$ cat src/rtl/ifid_fetch_pkg.sv
// Constants shared by the fetch stage, decoder and hazard unit of the 8-bit RISC pipeline.
package ifid_fetch_pkg;

    localparam logic [7:0]  RESET_PC    = 8'h00;
    localparam logic [3:0]  HALT_OPCODE = 4'hF;
    localparam logic [15:0] NOP_INSTR   = 16'h0000;

    localparam logic STATE_RUN  = 1'b0;
    localparam logic STATE_HALT = 1'b1;

endpackage

$ cat src/rtl/ifid_fetch_ifid_reg.sv
// IF/ID pipeline register: load, hold (stall) or flush to a bubble, with asynchronous reset.
module ifid_reg #(
    parameter int                 ADDR_W    = 8,
    parameter int                 INSTR_W   = 16,
    parameter logic [INSTR_W-1:0] NOP_INSTR = '0
) (
    input  logic               clk,
    input  logic               rst,
    input  logic               hold,
    input  logic               flush,
    input  logic [ADDR_W-1:0]  pc_in,
    input  logic [INSTR_W-1:0] instr_in,
    output logic [ADDR_W-1:0]  pc,
    output logic [INSTR_W-1:0] instr,
    output logic               valid
);

    // NOTE: sequential state uses non-blocking assignments so every register samples pre-edge values.
    always_ff @(posedge clk or posedge rst) begin
        if (rst) begin
            pc    <= '0;
            instr <= NOP_INSTR;
            valid <= 1'b0;
        end else if (flush) begin
            pc    <= pc_in;
            instr <= NOP_INSTR;
            valid <= 1'b0;
        end else if (!hold) begin
            pc    <= pc_in;
            instr <= instr_in;
            valid <= 1'b1;
        end
    end

endmodule

$ cat src/rtl/ifid_fetch.sv
// Instruction-fetch stage: PC, RUN/HALT control and the IF/ID register feeding decode.
module ifid_fetch #(
    parameter int                 ADDR_W      = 8,
    parameter int                 INSTR_W     = 16,
    parameter logic [ADDR_W-1:0]  RESET_PC    = ifid_fetch_pkg::RESET_PC,
    parameter logic [3:0]         HALT_OPCODE = ifid_fetch_pkg::HALT_OPCODE,
    parameter logic [INSTR_W-1:0] NOP_INSTR   = ifid_fetch_pkg::NOP_INSTR
) (
    input  logic               clk,
    input  logic               rst,
    input  logic               stall,
    input  logic               branch_taken,
    input  logic [ADDR_W-1:0]  branch_target,
    input  logic [INSTR_W-1:0] imem_data,
    output logic [ADDR_W-1:0]  imem_addr,
    output logic [ADDR_W-1:0]  pc_ifid_output,
    output logic [INSTR_W-1:0] instruction_ifid_output,
    output logic               valid_ifid_output,
    output logic               halted
);

    import ifid_fetch_pkg::*;

    logic              state, state_next;
    logic [ADDR_W-1:0] pc, pc_next, ifid_pc_in;
    logic              ifid_hold, ifid_flush;
    logic              halt_fetched;

    assign halt_fetched = (imem_data[INSTR_W-1 -: 4] == HALT_OPCODE);

    // Priority: branch_taken > stall > HALT > normal; stall is ignored once halted.
    // NOTE: every always_comb output gets a default first, so no path can infer a latch.
    always_comb begin
        pc_next    = pc;
        state_next = state;
        ifid_hold  = 1'b0;
        ifid_flush = 1'b0;
        ifid_pc_in = pc;
        if (branch_taken) begin
            pc_next    = branch_target;
            state_next = STATE_RUN;
            ifid_flush = 1'b1;
            ifid_pc_in = '0;
        end else if (state == STATE_HALT) begin
            ifid_flush = 1'b1;
        end else if (stall) begin
            ifid_hold = 1'b1;
        end else if (halt_fetched) begin
            state_next = STATE_HALT;
        end else begin
            pc_next = pc + 1'b1;
        end
    end

    always_ff @(posedge clk or posedge rst) begin
        if (rst) begin
            pc    <= RESET_PC;
            state <= STATE_RUN;
        end else begin
            pc    <= pc_next;
            state <= state_next;
        end
    end

    ifid_reg #(
        .ADDR_W    (ADDR_W),
        .INSTR_W   (INSTR_W),
        .NOP_INSTR (NOP_INSTR)
    ) u_ifid_reg (
        .clk      (clk),
        .rst      (rst),
        .hold     (ifid_hold),
        .flush    (ifid_flush),
        .pc_in    (ifid_pc_in),
        .instr_in (imem_data),
        .pc       (pc_ifid_output),
        .instr    (instruction_ifid_output),
        .valid    (valid_ifid_output)
    );

    assign imem_addr = pc;
    assign halted    = (state == STATE_HALT);

endmodule

$ cat config.mk
export PLATFORM = sky130hd
export DESIGN_NAME = ifid_fetch
export DESIGN_NICKNAME = d
export VERILOG_FILES = /design/src/rtl/ifid_fetch_pkg.sv /design/src/rtl/ifid_fetch_ifid_reg.sv /design/src/rtl/ifid_fetch.sv
export SDC_FILE = /design/constraint.sdc
export NUM_CORES = 1
export LEC_CHECK = 0
export BUFFER_PORTS_ARGS = -buffer_cell sky130_fd_sc_hd__buf_2
export CORE_MARGIN = 2
export CORE_UTILIZATION = 40
export CTS_CLUSTER_DIAMETER = 50
export DETAILED_ROUTE_END_ITERATION = 7
export PLACE_DENSITY = 0.67
export SYNTH_ARGS = -nofsm -noshare
export SYNTH_HDL_FRONTEND = slang
export SYNTH_HIERARCHICAL = 1
export SYNTH_SLANG_ARGS = --single-unit
$ cat constraint.sdc
create_clock -name clk -period 1.6 [get_ports clk]
set_clock_uncertainty 0.05 [all_clocks]
set_input_delay 0.48 -clock clk [delete_from_list [all_inputs] [get_ports clk]]
set_output_delay 0.48 -clock clk [all_outputs]
set_load 0.01 [all_outputs]
==> results.yml, run 1 <==
global_route:
  busiest_layer: "met2"
  grt_pass1_vias: 1317
  grt_max_degree: 24
  grt_util_met3: 0.03896
  grt_use_met1: 0.2508
  antenna_found_initial: 0
  grt_pass1_wl_um: 6244
  gr-usage-met2: 0.2825
  grt_usage: 0.1851
  overflow: 0
sta:
  rsz0062_at_grt: "no"
  slew-limit-headroom: 0.7381
  fin_crit_ps: 1500
  final_max_slew_viol_count: 0
  setup-violations-final: 0
  tightest_slew_ps: 392.4
  fin_crit_sh: 0.9375
  fmaxAchievable_mhz: 666.7
  fin_ws_ps: 100.0
  hold_violations: 0
critical_path:
  ff2ff_setup_slack_ps: 100
  path_class: "flip-flop to flip-flop"
  critPathLaunch: "imem_addr[0]"
  worstPathArrival_ps: 1640
  critical_path.slowest_cell: "or3_2"
  timing.critical_path.to: "imem_addr[6]"
  cp_data_required_time_ps: 1740
  critical-path-top-delay-family: "simple AND/OR/NAND/NOR gates"
  r2r-start: "imem_addr[0]"
  max_stage_delay_ps: 450
  crit_fanout: 4
  cp_cell_sequence: "ha_1 -> nand3_1 -> or3_2 -> o211ai_1"
  cp-end-kind: "flip-flop"
  path_buf_inv: 0
  crit_path_start_kind: "flip-flop"
  worst-path-stages: 4
  reg2regPathDepth: 4
  worstReg2RegEnd: "imem_addr[6]"
route:
  drt-vias-per-instance: 5.091
  vias: 1395
  route.detailed.drc: 0
  wl_um: 3892
  wl_per_cell_um: 14.20
  initialDrtViolationCount: 85
  dr.pass1.iters: 4
  antenna_left: 0
synth:
  synthMuxAreaShare: 0.1668
  ys_seq_area_frac: 0.5063
  yosysTopAreaCellShare: 0.5063
  synth-edff-count: 0
  synth-xor-area-share: 0
  synthTopCellsByCount: "34 x dfrtp_1, 23 x nor2_1, 16 x mux2i_1"
  synth_most_common_cell: "dfrtp_1"
  synth_area_per_cell_um2: 11.20
  synth-async-reset-ratio: 1.000
  synth-compound-area-share: 0.07446
  synth_adder_area_share: 0.007446
  synth_top_family_by_area: "simple AND/OR/NAND/NOR gates"
  synth_area_mm2: 0.001680
  synth_ff_type: "dfrtp_1"
  synth_top_area_cell: "dfrtp_1"
  synthSimpleGateAreaFrac: 0.1973
  synthesis.nets: 179
  ys_seq_elements: 34
  yosys.cell_types.count: 37
  synthTopCellsByArea: "dfrtp_1 51%, mux2i_1 9.5%, mux2_4 7.1%"
  syn_inst: 150
  yosys_warnings: 6
clock_network:
  cts_sinks: 34
  tritoncts: "yes"
  clk_pin_slew_ps: 70
  htreeDepth: 2
  clockBufferDepth: 2
  holdBufCountCts: 0
  clk-insertion-delay-late_ps: 280
  cts_buffers: 5
  cts_root_buf: "clkbuf_8"
finish:
  layout.nets: 253
  area_growth_pct: 30.38
  final_cell_area_mm2: 0.002191
  drive_above_1_share: 0.4196
  antennaDiodeCount: 0
  final_cells: 274
floorplanning:
  die_w_um: 68.82
  fp.coreArea_mm2: 0.004029
  die_h_um: 68.82
  ios: 62
  die_area_mm2: 0.004736
  rows: 23
  start_util: 0.4171
hold_path:
  hp-class: "primary input to asynchronous set/reset pin"
pwr:
  p_sw_frac: 0.2801
  power_frac_comb: 0.224
  internal-power_uw: 1467
  clockPowerShare: 0.285
  power_density_mw_per_mm2: 930.2
  switchingPower_uw: 570.7
  p_seq_frac: 0.491
  p_leak_uw: 0.001128
  vdd_drop_max_uv: 506.6
placement:
  post-dp-hpwl_um: 2917
  dpl_cell_area_mm2: 0.002110
  gp_congestion: 0.8349
  pre_cts_ws_ps: -126.8
  port_buffers: 61
  placedCellCount: 267
run:
  cap_violations: 0
status:
  outcome: "completed"
==> cells by family (layout without fill, tap and decap cells) <==
| group | count (synthesis) | count (layout) |
|---|---|---|
| AND/OR/NAND/NOR | 60 | 60 |
| flip-flops | 34 | 34 |
| multiplexers | 24 | 24 |
| AO/OA/AOI/OAI | 18 | 18 |
| buffers and inverters | 13 | 87 |
| adder cells (fa/ha/maj) | 1 | 1 |
==> worst min path at each step <==
stage                     from                to
after floorplan            rst            halted
after global placement     rst  u_ifid_reg/pc[0]
after detailed placement   rst  u_ifid_reg/pc[0]
after CTS                  rst  u_ifid_reg/pc[0]
after global routing       rst  u_ifid_reg/pc[0]
final                      rst  u_ifid_reg/pc[0]
==> state kept, by name, summed over array words and instances (netlist names) <==
name	count
u_ifid_reg/valid	1
u_ifid_reg/instr	16
u_ifid_reg/pc	8
halted	1
imem_addr	8
==> cell usage in the layout (no fill, tap or decap), drive strengths merged <==
master / synthesis / routed
nor2: 23 / 23
and2: 1 / 1
mux2: 8 / 8
o31ai: 2 / 2
nand2: 4 / 4
or4: 1 / 1
nand4b: 1 / 1
and4: 3 / 3
nor4: 1 / 1
nor3b: 1 / 1
nor4bb: 1 / 1
a22oi: 3 / 3
a21oi: 2 / 2
a31oi: 1 / 1
nand3: 6 / 6
a221o: 2 / 2
buf: 6 / 75
inv: 5 / 5
nand2b: 1 / 1
o21ai: 4 / 4
nand4: 4 / 4
or3: 1 / 1
dfrtp: 34 / 34
nand3b: 1 / 1
mux2i: 16 / 16
nor2b: 8 / 8
or2: 2 / 2
a221oi: 1 / 1
ha: 1 / 1
or3b: 1 / 1
o211ai: 2 / 2
clkbuf: 2 / 7
a21boi: 1 / 1
==> repair_timing <==
item                       in CTS  in global routing
setup endpoints to repair       0                 24
buffers inserted                0                  0
resized for setup               0                  1
==> stage by stage <==
step             util  hold WS, ps  setup TNS (ps)  power [µW]
5_1_grt        0.5438        25.76               0        2156
4_1_cts        0.5425        14.90               0        2062
3_5_place_dp   0.5236        319.3           -2470        1473
3_3_place_gp   0.5236        316.3           -2193        1467
6_report       0.5438        25.24               0        2038
2_1_floorplan       -        257.9           -1880        1288
==> layout make-up <==
cell class / count / area (µm²)
repair buffers: 75 / 422.9
multi-input cells: 103 / 759.5
clock buffers: 7 / 76.32
inverters: 5 / 18.77
fillers: 384 / 1838
well taps: 50 / 62.56
flip-flops and latches: 34 / 850.8
==> power groups by stage <==
stage               combinational, µW  clock, µW  sequential (µW)
CTS                               459        602             1000
global route                      505        636             1020
floorplan                         237          0             1050
detailed placement                456          0             1020
global placement                  451          0             1020
finish                            456        581             1000
==> routing by layer <==
layer | wire length, µm | part of all wire | vias up
met2 | 1812 | 0.47 | 42
met1 | 1815 | 0.47 | 664
met4 | 73 | 0.019 | 0
met3 | 189 | 0.049 | 7
met5 | 0 | 0 | -
li1 | - | - | 682
Note: power is estimated with default switching activity, not from simulation.
==> run 2, diff against run 1 <==
Settings changed: PLACE_DENSITY 0.67 to 0.64.
Clock period 1.6 ns to 1.5 ns, I/O delays scaled along.
==> run 2 against run 1 <==
The run now ends with setup timing left. Sequential power grew 6%. Non-clock buffer count grew 8. Largest power group unchanged. Cell count grew 3.3%. Via count grew 4.9%. Design area grew 7.2%. Core utilization grew 3.9 points. Register-to-register slack lost 90 ps. Worst setup slack lost 110 ps. Clock-buffer cell count shrank 1. First-iteration DRC count shrank 42%. Power grew 13%. Die area is the same.
==> results.yml, run 2 (synthesized netlist as in run 1, its figures left out) <==
floorplanning:
  start_util: 0.4171
  die_area_mm2: 0.004736
  ios: 62
  rows: 23
  die_h_um: 68.82
  die_w_um: 68.82
  fp.coreArea_mm2: 0.004029
finish:
  drive_above_1_share: 0.4721
  num-fill-cells: 380
  layout_common_cells: "60 x buf_2, 34 x dfrtp_1, 21 x nor2_1"
  largest_reg_flops: 16
  multi_input_area_um2: 783.3
  antennaDiodeCount: 0
  final_cell_area_mm2: 0.002349
  final_common_cell: "buf_2"
  area_growth_pct: 39.76
  regArea_um2: 850.8
  layout.nets: 261
  regMostFlops: "u_ifid_reg/instr"
global_route:
  overflow: 0
  grt_usage: 0.1864
  grt_pass1_wl_um: 6285
  antenna_found_initial: 0
  grt_max_degree: 24
  grt_pass1_vias: 1344
route:
  wl_per_cell_um: 14.83
  initialDrtViolationCount: 49
  drt-vias-per-instance: 5.173
  dr.pass1.iters: 4
  antenna_left: 0
  wl_um: 4196
  route.detailed.drc: 0
  vias: 1464
sta:
  slew-limit-headroom: 0.7344
  setup-violations-final: 1
  fin_crit_ps: 1513
  hold_violations: 0
  fin_ws_ps: -12.56
  fmaxAchievable_mhz: 661.1
  final_max_slew_viol_count: 0
  rsz0062_at_grt: "yes"
  tightest_slew_ps: 398.0
  fin_crit_sh: 1.008
clock_network:
  cts_buffers: 5
  clockBufferDepth: 2
  htreeDepth: 2
  tritoncts: "yes"
  clk_pin_slew_ps: 70
  cts_root_buf: "clkbuf_8"
  cts_sinks: 34
  clk-insertion-delay-late_ps: 280
  holdBufCountCts: 0
critical_path:
  critical-path-top-delay-family: "flip-flops"
  path_buf_inv: 3
  r2r-start: "halted"
  worst-path-stages: 3
  worstPathArrival_ps: 1010
  max_stage_delay_ps: 390
  crit_path_start_kind: "flip-flop"
  worstReg2RegEnd: "imem_addr[4]"
  cp_cell_sequence: "buf_6 -> buf_6 -> buf_6"
  cp_data_required_time_ps: 1000
  critical_path.slowest_cell: "dfrtp_1"
  path_class: "flip-flop to output port"
  cp_common_cell: "buf_6"
  crit_fanout: 4
  cp-end-kind: "output port"
  ff2ff_setup_slack_ps: 10
  reg2regPathDepth: 4
placement:
  post-dp-hpwl_um: 2971
  pre_cts_ws_ps: -201.9
  dpl_cell_area_mm2: 0.002160
  gp_congestion: 0.8453
  port_buffers: 61
status:
  violations: "setup timing"
  outcome: "finished with violations"
run:
  cap_violations: 0
pwr:
  p_seq_frac: 0.460
  power_density_mw_per_mm2: 984.4
  power_frac_comb: 0.237
  switchingPower_uw: 657.3
  clockPowerShare: 0.303
  vdd_drop_max_uv: 486.5
  p_leak_uw: 0.001198
  internal-power_uw: 1655
  p_sw_frac: 0.2843
hold_path:
  hp-class: "primary input to asynchronous set/reset pin"
-- run 2: cell count changes in the layout (fill, tap and decap cells not counted), sizes merged --
| cell | change |
|---|---|
| clkinvlp | +1 |
| clkinv | +1 |
| buf | +7 |
-- run 2: through the flow --
step | util | total power (µW) | TNS, ps | std cells | hold WS (ps)
final | 0.5829 | 2312 | -12.56 | 283 | 38.08
after floorplan | - | 1374 | -3070 | 150 | 227.9
after global routing | 0.5829 | 2447 | -412.2 | 283 | 41.37
after detailed placement | 0.5360 | 1595 | -4573 | 272 | 337.3
after global placement | 0.5360 | 1586 | -3946 | 272 | 326.3
after CTS | 0.5643 | 2310 | -21.60 | 280 | 34.09
-- run 2: worst max path at each step --
stage	start	slack, ps	to
after CTS	halted	-20	halted
after detailed placement	branch_taken	-200	u_ifid_reg/pc[1]
final	halted	-10	halted
after global placement	branch_taken	-180	u_ifid_reg/pc[1]
after floorplan	branch_taken	-240	u_ifid_reg/pc[0]
after global routing	halted	-60	halted
-- run 2: per-layer routing --
layer	up-vias	wire [µm]	share of wire	global-route usage
met1	725	1886	0.45	0.2387
li1	695	-	-	-
met2	42	2080	0.50	0.2969
met5	-	0	0	0
met3	2	201	0.048	0.05519
met4	0	27	0.0064	0.07108
-- run 2: what timing repair did --
action | CTS | global route
resized for setup | 4 | 10
pin swaps | 2 | 3
endpoints found under the setup margin | 20 | 27
buffers inserted | 0 | 2
gates cloned | 0 | 1
-- run 2: power groups by stage --
stage                     Sequential (µW)  Clock [µW]  Combinational (µW)
after floorplan                      1120           0                 253
after global placement               1080           0                 509
after detailed placement             1080           0                 517
after CTS                            1060         725                 522
after global routing                 1080         767                 604
final                                1060         701                 547
-- run 2: layout make-up --
class	instances	area share
repair buffers	83	0.2291
multi-input cells	103	0.3335
well taps	50	0.02664
inverters	5	0.007991
clock buffers	6	0.03516
clock inverters	2	0.005328
flip-flops and latches	34	0.3623
==> run 3, diff against run 2 <==
Settings changed: ABC_AREA from default to 1, PLACE_DENSITY 0.64 to 0.63.
==> run 3 against run 2 <==
The run now ends clean. Design area fell by 3.9%. Register-to-register slack improved by 230 ps. Largest cell class unchanged. Clock power fell by 1%. Sequential cell count is the same. Sequential power is essentially flat. Largest power group unchanged. Non-clock buffer count is 13 lower. Core utilization down 6.1 points.
==> results.yml, run 3 <==
status:
  outcome: "completed"
clock_network:
  clk_pin_slew_ps: 70
  postCtsSetupRepairBufs: 0
  htreeDepth: 2
  holdBufCountCts: 0
  clk-insertion-delay-late_ps: 280
  cts_sinks: 34
  cts_resized: 0
  cts_buffers: 5
  cts_root_buf: "clkbuf_8"
  tritoncts: "yes"
  clockBufferDepth: 2
synth:
  synth-async-reset-ratio: 1.000
  synthTopCellsByCount: "69 x nand2_1, 44 x nand3_1, 34 x dfrtp_1"
  synth_most_common_cell: "nand2_1"
  yosys.cell_types.count: 20
  synthesis.nets: 249
  yosysTopAreaCellShare: 0.4752
  synthTopCellsByArea: "dfrtp_1 48%, nand2_1 14%, nand3_1 12%"
  synth_top_area_cell: "dfrtp_1"
  synth-edff-count: 0
  synth_ff_type: "dfrtp_1"
  syn_inst: 220
  ys_seq_area_frac: 0.4752
  yosys_warnings: 6
  synth_area_per_cell_um2: 8.138
  ys_seq_elements: 34
  synth_area_mm2: 0.001790
pwr:
  p_leak_uw: 0.001283
  power_density_mw_per_mm2: 1004
  power.total_uw: 2265
  vdd_drop_max_uv: 548.3
placement:
  gp_congestion: 0.8089
  port_buffers: 61
  post-dp-hpwl_um: 3196
critical_path:
  critical-path-top-delay-family: "flip-flops"
  cp-end-kind: "output port"
  crit_fanout: 7
  crit_path_start_kind: "flip-flop"
  max_stage_delay_ps: 470
  cp_data_required_time_ps: 1000
  cp_cell_sequence: "buf_2"
  worstPathArrival_ps: 920
  critical_path.slowest_cell: "dfrtp_1"
  path_buf_inv: 1
  path_class: "flip-flop to output port"
finish:
  final_common_cell: "nand2_1"
  antennaDiodeCount: 0
  layout_common_cells: "69 x nand2_1, 61 x buf_2, 44 x nand3_1"
  largest_reg_flops: 16
  regMostFlops: "u_ifid_reg/instr"
  area_growth_pct: 26.00
  drive_above_1_share: 0.3542
  layout.nets: 316
route:
  route.detailed.drc: 0
  wl_um: 4221
  dr.pass1.iters: 4
  antenna_left: 0
  wl_per_cell_um: 12.41
  vias: 1622
  initialDrtViolationCount: 93
  drt-vias-per-instance: 4.771
sta:
  tns_ps: 0
  hold_violations: 0
  fin_crit_ps: 1422
  fin_crit_sh: 0.9480
  rsz0062_at_grt: "no"
  tightest_slew_ps: 421.7
  setup-violations-final: 0
  fmaxAchievable_mhz: 703.2
  final_max_slew_viol_count: 0
  slew-limit-headroom: 0.7185
  whs_ps: 119.5
floorplanning:
  ios: 62
  fp.coreArea_mm2: 0.004324
  die_h_um: 70.91
  rows: 24
  start_util: 0.4141
  die_w_um: 70.91
  die_area_mm2: 0.005028
global_route:
  grt_pass1_wl_um: 6989
  grt_max_degree: 33
  grt_pass1_vias: 1475
  overflow: 0
  antenna_found_initial: 0
  grt_usage: 0.1758
hold_path:
  hp-class: "primary input to asynchronous set/reset pin"
run:
  cap_violations: 0
run 3: final timing paths:
kind	start	end	slack, ps	cells past startpoint
min reg2reg	u_ifid_reg/instr[9]	u_ifid_reg/instr[9]	450	2
max reg2reg	halted	u_ifid_reg/pc[7]	240	7
max in group asynchronous	rst	imem_addr[0]	980	2
max	imem_addr[2]	imem_addr[2]	80	1
min in group clk	imem_data[7]	u_ifid_reg/instr[7]	340	3
min	rst	imem_addr[6]	120	2
run 3: metal layers:
layer  global-route usage  up-vias  share of wire
met3              0.03419        7          0.050
met4              0.06289        0          0.017
li1                     -      837              -
met2               0.2596       44           0.46
met1               0.2577      734           0.48
met5                    0        -              0
run 3: final cells by class:
| cell class | instances | area [µm²] |
|---|---|---|
| Fill cell | 443 | 2068 |
| Sequential cell | 34 | 850.8 |
| Multi-Input combinational cell | 159 | 767.0 |
| Timing Repair Buffer | 70 | 410.4 |
| Clock buffer | 7 | 86.33 |
| Inverter | 17 | 71.32 |
| Tap cell | 52 | 65.06 |
| Clock inverter | 1 | 5.005 |
run 3: power breakdown:
part           internal [µW]  switching [µW]
registers               1000            77.0
clock network            370             323
logic                    198             294
run 3: kinds of logic after synthesis:
logic type / count (synthesis) / share of synthesized area
adders and majority gates: 1 / 0.006987
buffers and inverters: 27 / 0.09782
DFF: 34 / 0.4752
and+or+nand+nor: 150 / 0.3976
AOI/OAI and AO/OA: 8 / 0.02236
run 3: metrics by stage:
| step | instance area, µm² | util | setup slack [ps] | instances |
|---|---|---|---|---|
| 2_1_floorplan | 1790 | - | 105.3 | 220 |
| 3_3_place_gp | 2165 | 0.5006 | 49.57 | 332 |
| 3_5_place_dp | 2165 | 0.5006 | 37.48 | 332 |
| 4_1_cts | 2256 | 0.5217 | 73.71 | 340 |
| 5_1_grt | 2256 | 0.5217 | 37.98 | 340 |
| 6_report | 2256 | 0.5217 | 78.00 | 340 |
run 3: worst register-to-register path: stages, from the launching register on:
cell and delay, ps:
dfrtp_1 390, inv_2 60, nand2_1 100, nor2_2 160
buf_4 160, nand2_2 100, nand2_1 90, nand2_1 50
